$ cat src/rtl/tdm_pkg.sv
// Shared types and defaults for the TDM demultiplexer.
// No logic here; only the FSM state encoding and parameter defaults.
// Imported by tdm_demux and its testbench.
package tdm_pkg;

  // FSM states: IDLE waits for a start-of-frame, RUN is mid-frame
  typedef enum logic {
    IDLE = 1'b0,
    RUN  = 1'b1
  } state_t;

  localparam int N_CH_DEF = 4;
  localparam int W_DEF    = 8;

endpackage

$ cat src/rtl/tdm_slot_reg.sv
// Per-channel W-bit sample register with load enable.
// Latency: q updates on the rising edge where ld is high.
// Backpressure: none; the load is always accepted.
module tdm_slot_reg #(
  parameter int W = 8
) (
  input  logic         clk,
  input  logic         rst,
  input  logic         ld,
  input  logic [W-1:0] d,
  output logic [W-1:0] q
);

  // Capture the sample on load, otherwise hold the previous value
  always_ff @(posedge clk or posedge rst) begin
    if (rst) begin
      q <= '0;
    end else if (ld) begin
      q <= d;
    end
  end

endmodule

$ cat src/rtl/tdm_demux.sv
// TDM demultiplexer: spreads a framed sample stream over N_CH registered slots.
// Latency: 1 cycle from accepted sample to Y slot / YV / FV (and ERR).
// Backpressure: none; VLD=0 simply holds state. ERR exists only with TDM_DEMUX_ERR_EN.
module tdm_demux
  import tdm_pkg::*;
#(
  parameter int N_CH = N_CH_DEF,
  parameter int W    = W_DEF
) (
  input  logic                      CLK,
  input  logic                      RST,
  input  logic [W-1:0]              D,
  input  logic                      VLD,
  input  logic                      SOF,
  output logic [N_CH*W-1:0]         Y,
  output logic [N_CH-1:0]           YV,
  output logic                      FV,
  output logic [$clog2(N_CH)-1:0]   CH
`ifdef TDM_DEMUX_ERR_EN
  ,
  output logic                      ERR
`endif
);

  localparam int CW = $clog2(N_CH);
  localparam logic [CW-1:0] LAST_CH = CW'(N_CH - 1);

  state_t          state, state_nx;
  logic [CW-1:0]   ch_nx;
  logic [N_CH-1:0] wr_en;
  logic            fv_nx;
`ifdef TDM_DEMUX_ERR_EN
  logic            err_nx;
`endif

  // State, channel counter and strobe registers
  always_ff @(posedge CLK or posedge RST) begin
    if (RST) begin
      state <= IDLE;
      CH    <= '0;
      YV    <= '0;
      FV    <= 1'b0;
    end else begin
      state <= state_nx;
      CH    <= ch_nx;
      YV    <= wr_en;
      FV    <= fv_nx;
    end
  end

`ifdef TDM_DEMUX_ERR_EN
  // Error strobe register, aligned with where YV would have fired
  always_ff @(posedge CLK or posedge RST) begin
    if (RST) begin
      ERR <= 1'b0;
    end else begin
      ERR <= err_nx;
    end
  end
`endif

  // Next-state, slot write enables and frame/error strobes
  always_comb begin
    state_nx = state;
    ch_nx    = CH;
    wr_en    = '0;
    fv_nx    = 1'b0;
`ifdef TDM_DEMUX_ERR_EN
    err_nx   = 1'b0;
`endif
    if (VLD) begin
      if (SOF) begin
        // SOF always (re)starts a frame; in RUN it abandons the partial one
        wr_en[0] = 1'b1;
        ch_nx    = CW'(1);
        state_nx = RUN;
`ifdef TDM_DEMUX_ERR_EN
        err_nx   = (state == RUN);
`endif
      end else if (state == RUN) begin
        wr_en[CH] = 1'b1;
        if (CH == LAST_CH) begin
          ch_nx    = '0;
          state_nx = IDLE;
          fv_nx    = 1'b1;
        end else begin
          ch_nx = CH + CW'(1);
        end
      end else begin
        // Non-SOF sample with no frame in progress is dropped
`ifdef TDM_DEMUX_ERR_EN
        err_nx = 1'b1;
`endif
      end
    end
  end

  // One register per output slot, loaded by its write enable
  for (genvar k = 0; k < N_CH; k++) begin : g_slot
    tdm_slot_reg #(.W(W)) u_slot (
      .clk (CLK),
      .rst (RST),
      .ld  (wr_en[k]),
      .d   (D),
      .q   (Y[k*W +: W])
    );
  end

endmodule

$ cat config.mk
export PLATFORM = sky130hd
export DESIGN_NAME = tdm_demux
export DESIGN_NICKNAME = d
export VERILOG_FILES = /design/src/rtl/tdm_pkg.sv /design/src/rtl/tdm_slot_reg.sv /design/src/rtl/tdm_demux.sv
export SDC_FILE = /design/constraint.sdc
export NUM_CORES = 1
export LEC_CHECK = 0
export CAP_MARGIN = 30
export CORE_MARGIN = 2
export CORE_UTILIZATION = 46
export DETAILED_ROUTE_END_ITERATION = 16
export GPL_TIMING_DRIVEN = 0
export PLACE_DENSITY = 0.88
export SLEW_MARGIN = 20
export SYNTH_ARGS = -nofsm -noshare
export SYNTH_HDL_FRONTEND = slang
export SYNTH_SLANG_ARGS = --single-unit
$ cat constraint.sdc
create_clock -name CLK -period 1.77 [get_ports CLK]
set_input_delay 0.354 -clock CLK [delete_from_list [all_inputs] [get_ports CLK]]
set_output_delay 0.354 -clock CLK [all_outputs]
set_load 0.02 [all_outputs]
==> flow_summary.json <==
{
  "hold_viol": 0,
  "drt_pre_antenna_iters": 4,
  "placedInstanceArea_mm2": 0.00220,
  "fp-row-count": 21,
  "numPortBuffers": 49,
  "grt_start_max_net_pins": 40,
  "post_synth_most_frequent_cells": "sky130_fd_sc_hd__dfrtp_1 (39), sky130_fd_sc_hd__mux2_2 (24), sky130_fd_sc_hd__inv_1 (14), sky130_fd_sc_hd__nand2_1 (9), sky130_fd_sc_hd__o32ai_1 (8)",
  "crit_path_cell_trace": "clkdlybuf4s50_1",
  "start_util_pct": 48.6,
  "clock_latency_ps": 340,
  "fin_crit_ps": 1690,
  "worst-slew-pin-transition_ps": 775,
  "synth_nets": 132,
  "synthDominantAreaCellType": "sky130_fd_sc_hd__dfrtp_1",
  "setup.reg_to_reg.worst_slack_ps": 290,
  "flow.area_growth_from_synthesis_pct": 37.7,
  "layout-drive-gt1-share_pct": 24.9,
  "first_global_vias": 1248,
  "num-fill-cells": 242,
  "outcome": "complete, no violations",
  "vias": 1105,
  "seq_area_frac_synth_pct": 59.2,
  "start_kind": "register",
  "maxSlewViolCount": 0,
  "grt_antenna_before_repair": 0,
  "h-tree-depth": 2,
  "drv.max_cap_violation_count": 0,
  "wl_per_cell_um": 15.7,
  "worstPathArrival_ps": 1340,
  "rsz0062_at_grt": "false",
  "detail-route-antenna-nets": 0,
  "fin_skew_ps": 8.61,
  "cts.sinks": 39,
  "timing.setup.critical_path_class": "register to primary output",
  "clk_pin_slew_ps": 110,
  "netlist-cell-type-count": 19,
  "max_clock_freq_mhz": 591,
  "synth.top_cell.area_share_pct": 59.2,
  "synth-async-reset-ratio_pct": 100,
  "post-cts-setup-buffer-count": 0,
  "dieHeight_um": 63.9,
  "tritoncts": "built",
  "place.detailed.instances": 211,
  "tightest_hold_check_type": "input pin to register",
  "finalWirelength_um": 3430,
  "final-seq-area_um2": 976,
  "pin_count": 51,
  "syn-mean-instance-area_um2": 14.2,
  "slew-limit-headroom_pct": 48.2,
  "timing.critical_path.max_delay_family": "buffers and inverters",
  "worst-path-max-fanout": 2,
  "post_synth_inst_count": 116,
  "clock_path_buffers": 2,
  "clock_tree.root_cell": "sky130_fd_sc_hd__clkbuf_4",
  "power_per_cell_area_mw_per_mm2": 1680,
  "yosys.cell_count.top_type": "sky130_fd_sc_hd__dfrtp_1",
  "critical_path_required_ps": 1420,
  "synth_flop_cell": "sky130_fd_sc_hd__dfrtp_1",
  "final_non_filler_cells": 219,
  "drt_first_iter_violations": 35,
  "footprint_of_the_multi_input_gates_um2": 568,
  "antenna-diode-count": 0,
  "synth.cell_area_mm2": 0.00165,
  "cpPeakStageDelay_ps": 640,
  "synth_top_cells_by_area": "sky130_fd_sc_hd__dfrtp_1 (59%), sky130_fd_sc_hd__mux2_2 (16%), sky130_fd_sc_hd__nand4b_4 (4.3%)",
  "timing.critical_path.buf_inv": 1,
  "stdcell_area_mm2": 0.00227,
  "final_clock_period_utilization_by_the_worst_path_pct": 95.6,
  "vias_per_cell": 5.05,
  "cts_made_buffers": 5,
  "ys_warn_count": 0,
  "fin_nets": 188,
  "synth_enable_flop_cells": 0,
  "ys_ff_latch": 39,
  "static-leakage-power_nw": 1.07,
  "die_span_in_x_um": 63.9,
  "die_area_mm2": 0.00408,
  "detail_route.drc_violations": 0,
  "dp_hpwl_um": 2420,
  "globalplace.congestion": 0.740,
  "fp.coreArea_mm2": 0.00339,
  "grt_pass1_wl_um": 5950,
  "crit_slowest_cell": "sky130_fd_sc_hd__clkdlybuf4s50_1",
  "grt_overflow_total": 0,
  "end_kind": "primary output",
  "setup_viol": 0,
  "total_global_route_track_usage_pct": 19.3,
  "ir_drop_mv": 0.927
}
path summary, 6_finish.rpt:
| check | start | to | cells past startpoint |
|---|---|---|---|
| max in group asynchronous | RST | g_slot[1].u_slot.q[7] | 2 |
| min reg2reg | g_slot[2].u_slot.q[7] | g_slot[2].u_slot.q[7] | 1 |
| max | g_slot[0].u_slot.q[0] | Y[0] | 1 |
| min in group asynchronous | RST | g_slot[2].u_slot.q[5] | 2 |
| min | VLD | CH[0] | 3 |
| max reg2reg | CH[0] | g_slot[0].u_slot.q[1] | 5 |
power breakdown:
group | total (mW) | internal, mW | switching, mW
clock network | 0.508 | 0.234 | 0.274
registers | 1.44 | 1.25 | 0.193
logic | 1.86 | 0.961 | 0.898
area by class of cell:
cell class	instances	share of cell area (%)
Timing Repair Buffer	49	21.8
Buffer	6	2.26
Sequential cell	39	43.0
Clock buffer	8	3.03
Tap cell	46	2.54
Inverter	14	2.32
Multi-Input combinational cell	57	25.0
metrics by stage:
stage	hold slack, ps	worst slack (ps)	power (mW)	setup TNS [ps]	utilization [%]
after floorplan	493	326	2.45	0	-
after global placement	487	-183	3.27	-7090	64.8
after detailed placement	492	24.2	3.35	0	64.8
after CTS	352	12.1	3.84	0	66.8
after global routing	353	23.2	4.03	0	66.9
final	366	78.3	3.81	0	66.9
cell usage in the layout, fill, tap and decap left out, drive strengths merged:
cell	netlist	final
a22o	1	1
a21o	1	1
and3b	1	1
dlygate4sd2	0	1
dlymetal6s2s	0	2
dfrtp	39	39
and2	1	1
ha	4	4
mux2i	1	1
mux2	24	24
buf	6	6
nor2b	1	1
o32ai	8	8
nand4b	3	3
nand2	9	9
clkdlybuf4s50	0	46
inv	14	14
a21oi	1	1
and3	1	1
o21ai	1	1
clkbuf	0	8
state kept, by name (all words and copies together), names as in the netlist:
| name | flops |
|---|---|
| CH | 2 |
| YV | 3 |
| state | 1 |
| g_slot.u_slot.q | 32 |
| FV | 1 |
cells by family (layout without fill, tap and decap cells):
| group | after synthesis | count (layout) | synth area share (%) |
|---|---|---|---|
| mux | 25 | 25 | 17.0 |
| buf+inv | 20 | 77 | 6.30 |
| compound gates | 12 | 12 | 6.07 |
| fa+ha+maj | 4 | 4 | 3.04 |
| flops | 39 | 39 | 59.2 |
| simple gates | 16 | 16 | 8.35 |
tightest hold or removal path: cells and delay by family:
family | cells | cell delay [ps]
AOI/OAI and AO/OA | 1 | 110
buffers and inverters | 1 | 120
muxes | 1 | 90
what timing repair did:
| action | in CTS | in global routing |
|---|---|---|
| gates resized for setup | 1 | 2 |
| endpoints found under the setup margin | 1 | 2 |
| hold buffers | 0 | 0 |
routing by layer:
layer / global-route usage, % / share of wire (%)
met3: 7.39 / 6.5
met2: 30.9 / 53
met5: 0 / 0
met4: 9.51 / 0.85
met1: 22.8 / 40
(Power assumes the default switching activity.)
==> variant 1 (config.mk and constraints unchanged) <==
Change the package constant `N_CH_DEF` from 4 to 2.
--- a/src/rtl/tdm_pkg.sv
+++ b/src/rtl/tdm_pkg.sv
@@ -9,7 +9,7 @@
     RUN  = 1'b1
   } state_t;
 
-  localparam int N_CH_DEF = 4;
+  localparam int N_CH_DEF = 2;
   localparam int W_DEF    = 8;
 
 endpackage
Ports: changed (resized CH, Y and YV); port bits go from 51 to 32. The function was not compared with the original's and may differ.
==> variant 1 against the unedited design <==
- routed wire length is 58% lower
- non-clock buffer count decreased by 23
- design area shrank 50%
- total power shrank 62%
- area after synthesis decreased by 53%
- first-iteration DRC count shrank 94%
- combinational power is 71% lower
- clock power fell by 51%
- sequential cell count is 19 lower
- critical path depth is 1 higher
- hold slack better by 0.11 ns
- die area is 50% lower
- setup slack improved by 0.015 ns
- largest power group is now registers
- highest routed layer is now met3
==> variant 1: results (changes against the unedited design) <==
Syn_nets: 60 (-55%)
Crit path max fanout: 2 (unchanged)
Pre-antenna DRT Iters: 3 (-1)
Critical path origin: FV
Number of buffers created by CTS: 3 (-2)
Synth top area cells: dfrtp_1 (65%), mux2_2 (23%), nand4b_4 (3.1%)
Largest Register: g_slot.u_slot.q
Met1 usage: 19.8% (-3.0 points)
LEAKAGE: 0.513 nW (-52%)
Layout Nets: 96 (-49%)
Worst r2r src: state
VDD IR max: 771 µV (-17%)
Antenna Cells: 0 (unchanged)
Worst EP arrival: 1.32 ns (-0.02 ns)
Via density: 5.05 (about the same)
Max FFs per register: 16 (-50%)
DPL Wire Length: 1160 µm (-52%)
IO Port Bufs: 31 (-37%)
Setup repair bufs after CTS: 0 (unchanged)
Commonest cells post-synth: dfrtp_1 (20), mux2_2 (16), inv_1 (4)
Vias in the first global route: 532 (-57%)
Filler cells: 111 (-54%)
M2 GR Usage: 32.3% (+1.4 points)
Post-Route WL: 1450 µm (-58%)
Pin count of the biggest net entering global routing: 21 (-48%)
GRT Total Usage: 17.2% (-2.1 points)
First-pass GRT wire length: 2420 µm (-59%)
Slew headroom: 52.1% (+3.9 points)
1st-iter DRT viols: 2 (-94%)
Primary FF master, synth: dfrtp_1
Met3 Use GR: 2.80% (-4.6 points)
Yosys top cell area share: 64.6% (+5.4 points)
Clk_skew: 0.00251 ns (-0.00611 ns)
Hold Path Class: in -> async
Synth cell types: 11 (-8)
Status: complete, no violations
Synth warn: 0 (unchanged)
H-tree depth: 1 (-1)
Post-synthesis sequential area ratio: 64.6% (+5.4 points)
Share of cells above drive strength 1: 28.9% (+4.1 points)
Worst skew pair latency: 0.29 ns (-0.05 ns)
GP Congestion: 0.679 (-8.3%)
## variant 1: cell types whose count changed in the layout (fill, tap and decap cells not counted), sizes merged, moves of 5 or more
| cell | delta |
|---|---|
| mux2 | -8 |
| dfrtp | -19 |
| nand2 | -8 |
| clkdlybuf4s50 | -16 |
| o32ai | -8 |
| inv | -10 |
| buf | -5 |
## variant 1: kinds of logic after synthesis
kind of cell	synth area share, %
buffers and inverters	2.91
and+or+nand+nor	4.68
muxes	23.3
AOI/OAI and AO/OA	4.52
DFF	64.6
## variant 1: path summary, 6_finish.rpt
| kind | slack (ns) | cells past startpoint | end |
|---|---|---|---|
| max in group asynchronous | 0.85 | 2 | CH |
| setup reg to reg | 0.34 | 3 | g_slot[0].u_slot.q[0] |
| min in group CLK | 0.52 | 1 | g_slot[1].u_slot.q[7] |
| hold / removal | 0.47 | 2 | g_slot[1].u_slot.q[7] |
| setup / recovery | 0.09 | 2 | YV[1] |
| hold reg to reg | 0.52 | 1 | g_slot[1].u_slot.q[7] |
## variant 1: power breakdown
group / switching, mW / total, mW / internal, mW
clock: 0.125 / 0.250 / 0.125
combinational: 0.249 / 0.547 / 0.298
sequential: 0.0624 / 0.631 / 0.569
total: 0.436 / 1.43 / 0.992
## variant 1: layer usage
layer | up-vias | share of wire [%]
met5 | - | 0
met2 | 17 | 53
met1 | 246 | 41
met4 | 0 | 0
met3 | 0 | 5.4
li1 | 237 | -
## variant 1: final cells by class
| class | count | share of cell area, % |
|---|---|---|
| Clock buffer | 4 | 3.18 |
| Tap cell | 16 | 1.76 |
| Sequential cell | 20 | 43.9 |
| Inverter | 4 | 1.32 |
| Buffer | 1 | 0.659 |
| Multi-Input combinational cell | 23 | 22.1 |
| Timing Repair Buffer | 31 | 27.1 |
## variant 1: through the flow
stage | setup slack (ns) | instance area [µm²] | instances
floorplan | 0.438 | 774 | 48
global placement | 0.0371 | 1100 | 95
detailed placement | 0.0150 | 1100 | 95
CTS | 0.0743 | 1140 | 99
global route | 0.0388 | 1140 | 99
finish | 0.0934 | 1140 | 99
## variant 1: worst max-delay path, cell delays in order, from the launching register on
cell and delay (ns):
dfrtp_1 0.35, buf_4 0.10, clkdlybuf4s50_1 0.59
==> variant 2 (same flow settings) <==
Without the edit above. Add an input register stage for `D`, `VLD` and `SOF`, cleared by the reset; this delays them by one clock.
--- a/src/rtl/tdm_demux.sv
+++ b/src/rtl/tdm_demux.sv
@@ -24,6 +24,22 @@
 
   localparam int CW = $clog2(N_CH);
   localparam logic [CW-1:0] LAST_CH = CW'(N_CH - 1);
+
+  logic [W-1:0] D_q;
+  logic VLD_q;
+  logic SOF_q;
+
+  always_ff @(posedge CLK or posedge RST) begin
+    if (RST) begin
+      D_q   <= '0;
+      VLD_q <= '0;
+      SOF_q <= '0;
+    end else begin
+      D_q   <= D;
+      VLD_q <= VLD;
+      SOF_q <= SOF;
+    end
+  end
 
   state_t          state, state_nx;
   logic [CW-1:0]   ch_nx;
@@ -68,8 +84,8 @@
 `ifdef TDM_DEMUX_ERR_EN
     err_nx   = 1'b0;
 `endif
-    if (VLD) begin
-      if (SOF) begin
+    if (VLD_q) begin
+      if (SOF_q) begin
         // SOF always (re)starts a frame; in RUN it abandons the partial one
         wr_en[0] = 1'b1;
         ch_nx    = CW'(1);
@@ -101,7 +117,7 @@
       .clk (CLK),
       .rst (RST),
       .ld  (wr_en[k]),
-      .d   (D),
+      .d   (D_q),
       .q   (Y[k*W +: W])
     );
   end
Behaviour: not the same (Yosys sat finds a counterexample within 4 cycles, from zero or initial values and one cycle with RST high).
==> variant 2 against the unedited design <==
- combinational power is 3% higher
- clock skew hardly changed
- area after synthesis is 16% higher
- clock power is 28% higher
- count of clock-buffer cells in the layout is 2 lower
- global-route usage is 0.46 points lower
- sequential cell count is 10 higher
- routed wire length is 11% higher
- hold slack better by 0.030 ns
- sequential power is 19% higher
- total power is 12% higher
- setup slack worse by 0.014 ns
- utilization is 2.1 points lower
- design area is 14% higher
==> variant 2: results (changes against the unedited design) <==
Met1 WL: 1490 µm (+8.5%)
GRT Total Usage: 18.9% (-0.46 points)
DR DRC count: 0 (unchanged)
Max clock buf depth: 2 (unchanged)
Clk root buf: clkbuf_8
Post-CTS sizing: 0 (-1)
Crit-path slowest cell: clkdlybuf4s50_1
Actual slew at the worst max-slew pin: 0.507 ns (-0.268 ns)
Vias: 1,201 (+8.7%)
GP Congestion: 0.715 (-3.5%)
Max incr delay on CP: 0.59 ns (-0.05 ns)
Worst EP arrival: 1.35 ns
Place WS: 0.294 ns (+0.269 ns)
Hold Path Class: in -> async
Cells after DPL: 229 (+8.5%)
Via density: 5.07 (+0.43%)
Pre-antenna DRT Iters: 4 (unchanged)
Vias in the first global route: 1,261 (+1.0%)
CTS clk-pin slew, worst paths: 0.09 ns (-0.02 ns)
Setup repair bufs after CTS: 0 (unchanged)
VDD IR max: 894 µV (-3.5%)
Synth warn: 0 (unchanged)
Synth top area cells: dfrtp_1 (64%), mux2_2 (14%), nand4b_4 (3.7%)
Layout Nets: 202 (+7.4%)
DR WL met3: 206 µm (-7.2%)
Post-Route WL: 3810 µm (+11%)
Initial antenna violation count: 0 (unchanged)
Synth cell types: 21 (+2)
Top Registers: g_slot.u_slot.q x32, D_q x8, YV x3
Placed cell area: 2500 µm² (+14%)
Commonest cells post-synth: dfrtp_1 (49), mux2_2 (24), inv_1 (14)
H-tree depth: 2 (unchanged)
Share of cells above drive strength 1: 25.1% (+0.28 points)
1st-iter DRT viols: 39 (+11%)
Antenna Cells: 0 (unchanged)
Pin count of the biggest net entering global routing: 28 (-30%)
Clk_skew: 0.00842 ns (-0.000198 ns)
LEAKAGE: 1.20 nW (+11%)
Status: complete, no violations
Syn_nets: 144 (+9.1%)
Gate Count Post-Synth: 128 (+10%)
Post-synthesis sequential area ratio: 64.1% (+4.8 points)
Crit path max fanout: 2 (unchanged)
Highest Signal Layer: met4
First-pass GRT wire length: 6190 µm (+3.9%)
Share of synthesized registers carrying an async set or reset: 100% (unchanged)
Critical path's top delay family: buffers and inverters
Worst skew pair latency: 0.30 ns (-0.04 ns)
IO Port Bufs: 50 (+2.0%)
DPL Wire Length: 2780 µm (+15%)
Wire length on met2: 2010 µm (+11%)
Number of buffers created by CTS: 5 (unchanged)
## variant 2: logic make-up (layout without fill, tap and decap cells)
kind of cell | count (synthesis) | count (layout) | synth area share (%)
adder cells (fa/ha/maj) | 4 | 4 | 2.61
AND/OR/NAND/NOR | 18 | 18 | 7.97
flip-flops | 49 | 49 | 64.1
multiplexers | 25 | 25 | 14.6
buffers and inverters | 20 | 79 | 5.42
AO/OA/AOI/OAI | 12 | 12 | 5.29
## variant 2: report_power, final
part	leakage (nW)	internal, mW	switching [mW]
logic	0.550	0.994	0.926
registers	0.599	1.49	0.219
clock network	0.0456	0.282	0.367
## variant 2: routing by layer
metal | up-vias | global-route usage (%)
met5 | - | 0
met1 | 598 | 22.9
li1 | 557 | -
met4 | 0 | 11.0
met2 | 37 | 30.8
met3 | 9 | 4.38
## variant 2: path summary, 6_finish.rpt
path | endpoint | cells after the start | startpoint | slack, ns
max | YV[3] | 2 | FV | 0.06
min | g_slot[2].u_slot.q[5] | 2 | RST | 0.40
max reg2reg | g_slot[2].u_slot.q[6] | 4 | CH[0] | 0.32
min reg2reg | g_slot[3].u_slot.q[3] | 1 | g_slot[3].u_slot.q[3] | 0.52
max in group asynchronous | CH[0] | 3 | RST | 0.87
min in group CLK | D_q[0] | 1 | D[0] | 0.48
## variant 2: final cells by class
type / instances / area, µm²
plain buffers: 6 / 51.3
clock buffers: 6 / 72.6
clock inverters: 2 / 13.8
fillers: 286 / 1410
inverters: 14 / 52.6
multi-input cells: 59 / 584
flip-flops and latches: 49 / 1230
well taps: 50 / 62.6
repair buffers: 51 / 528
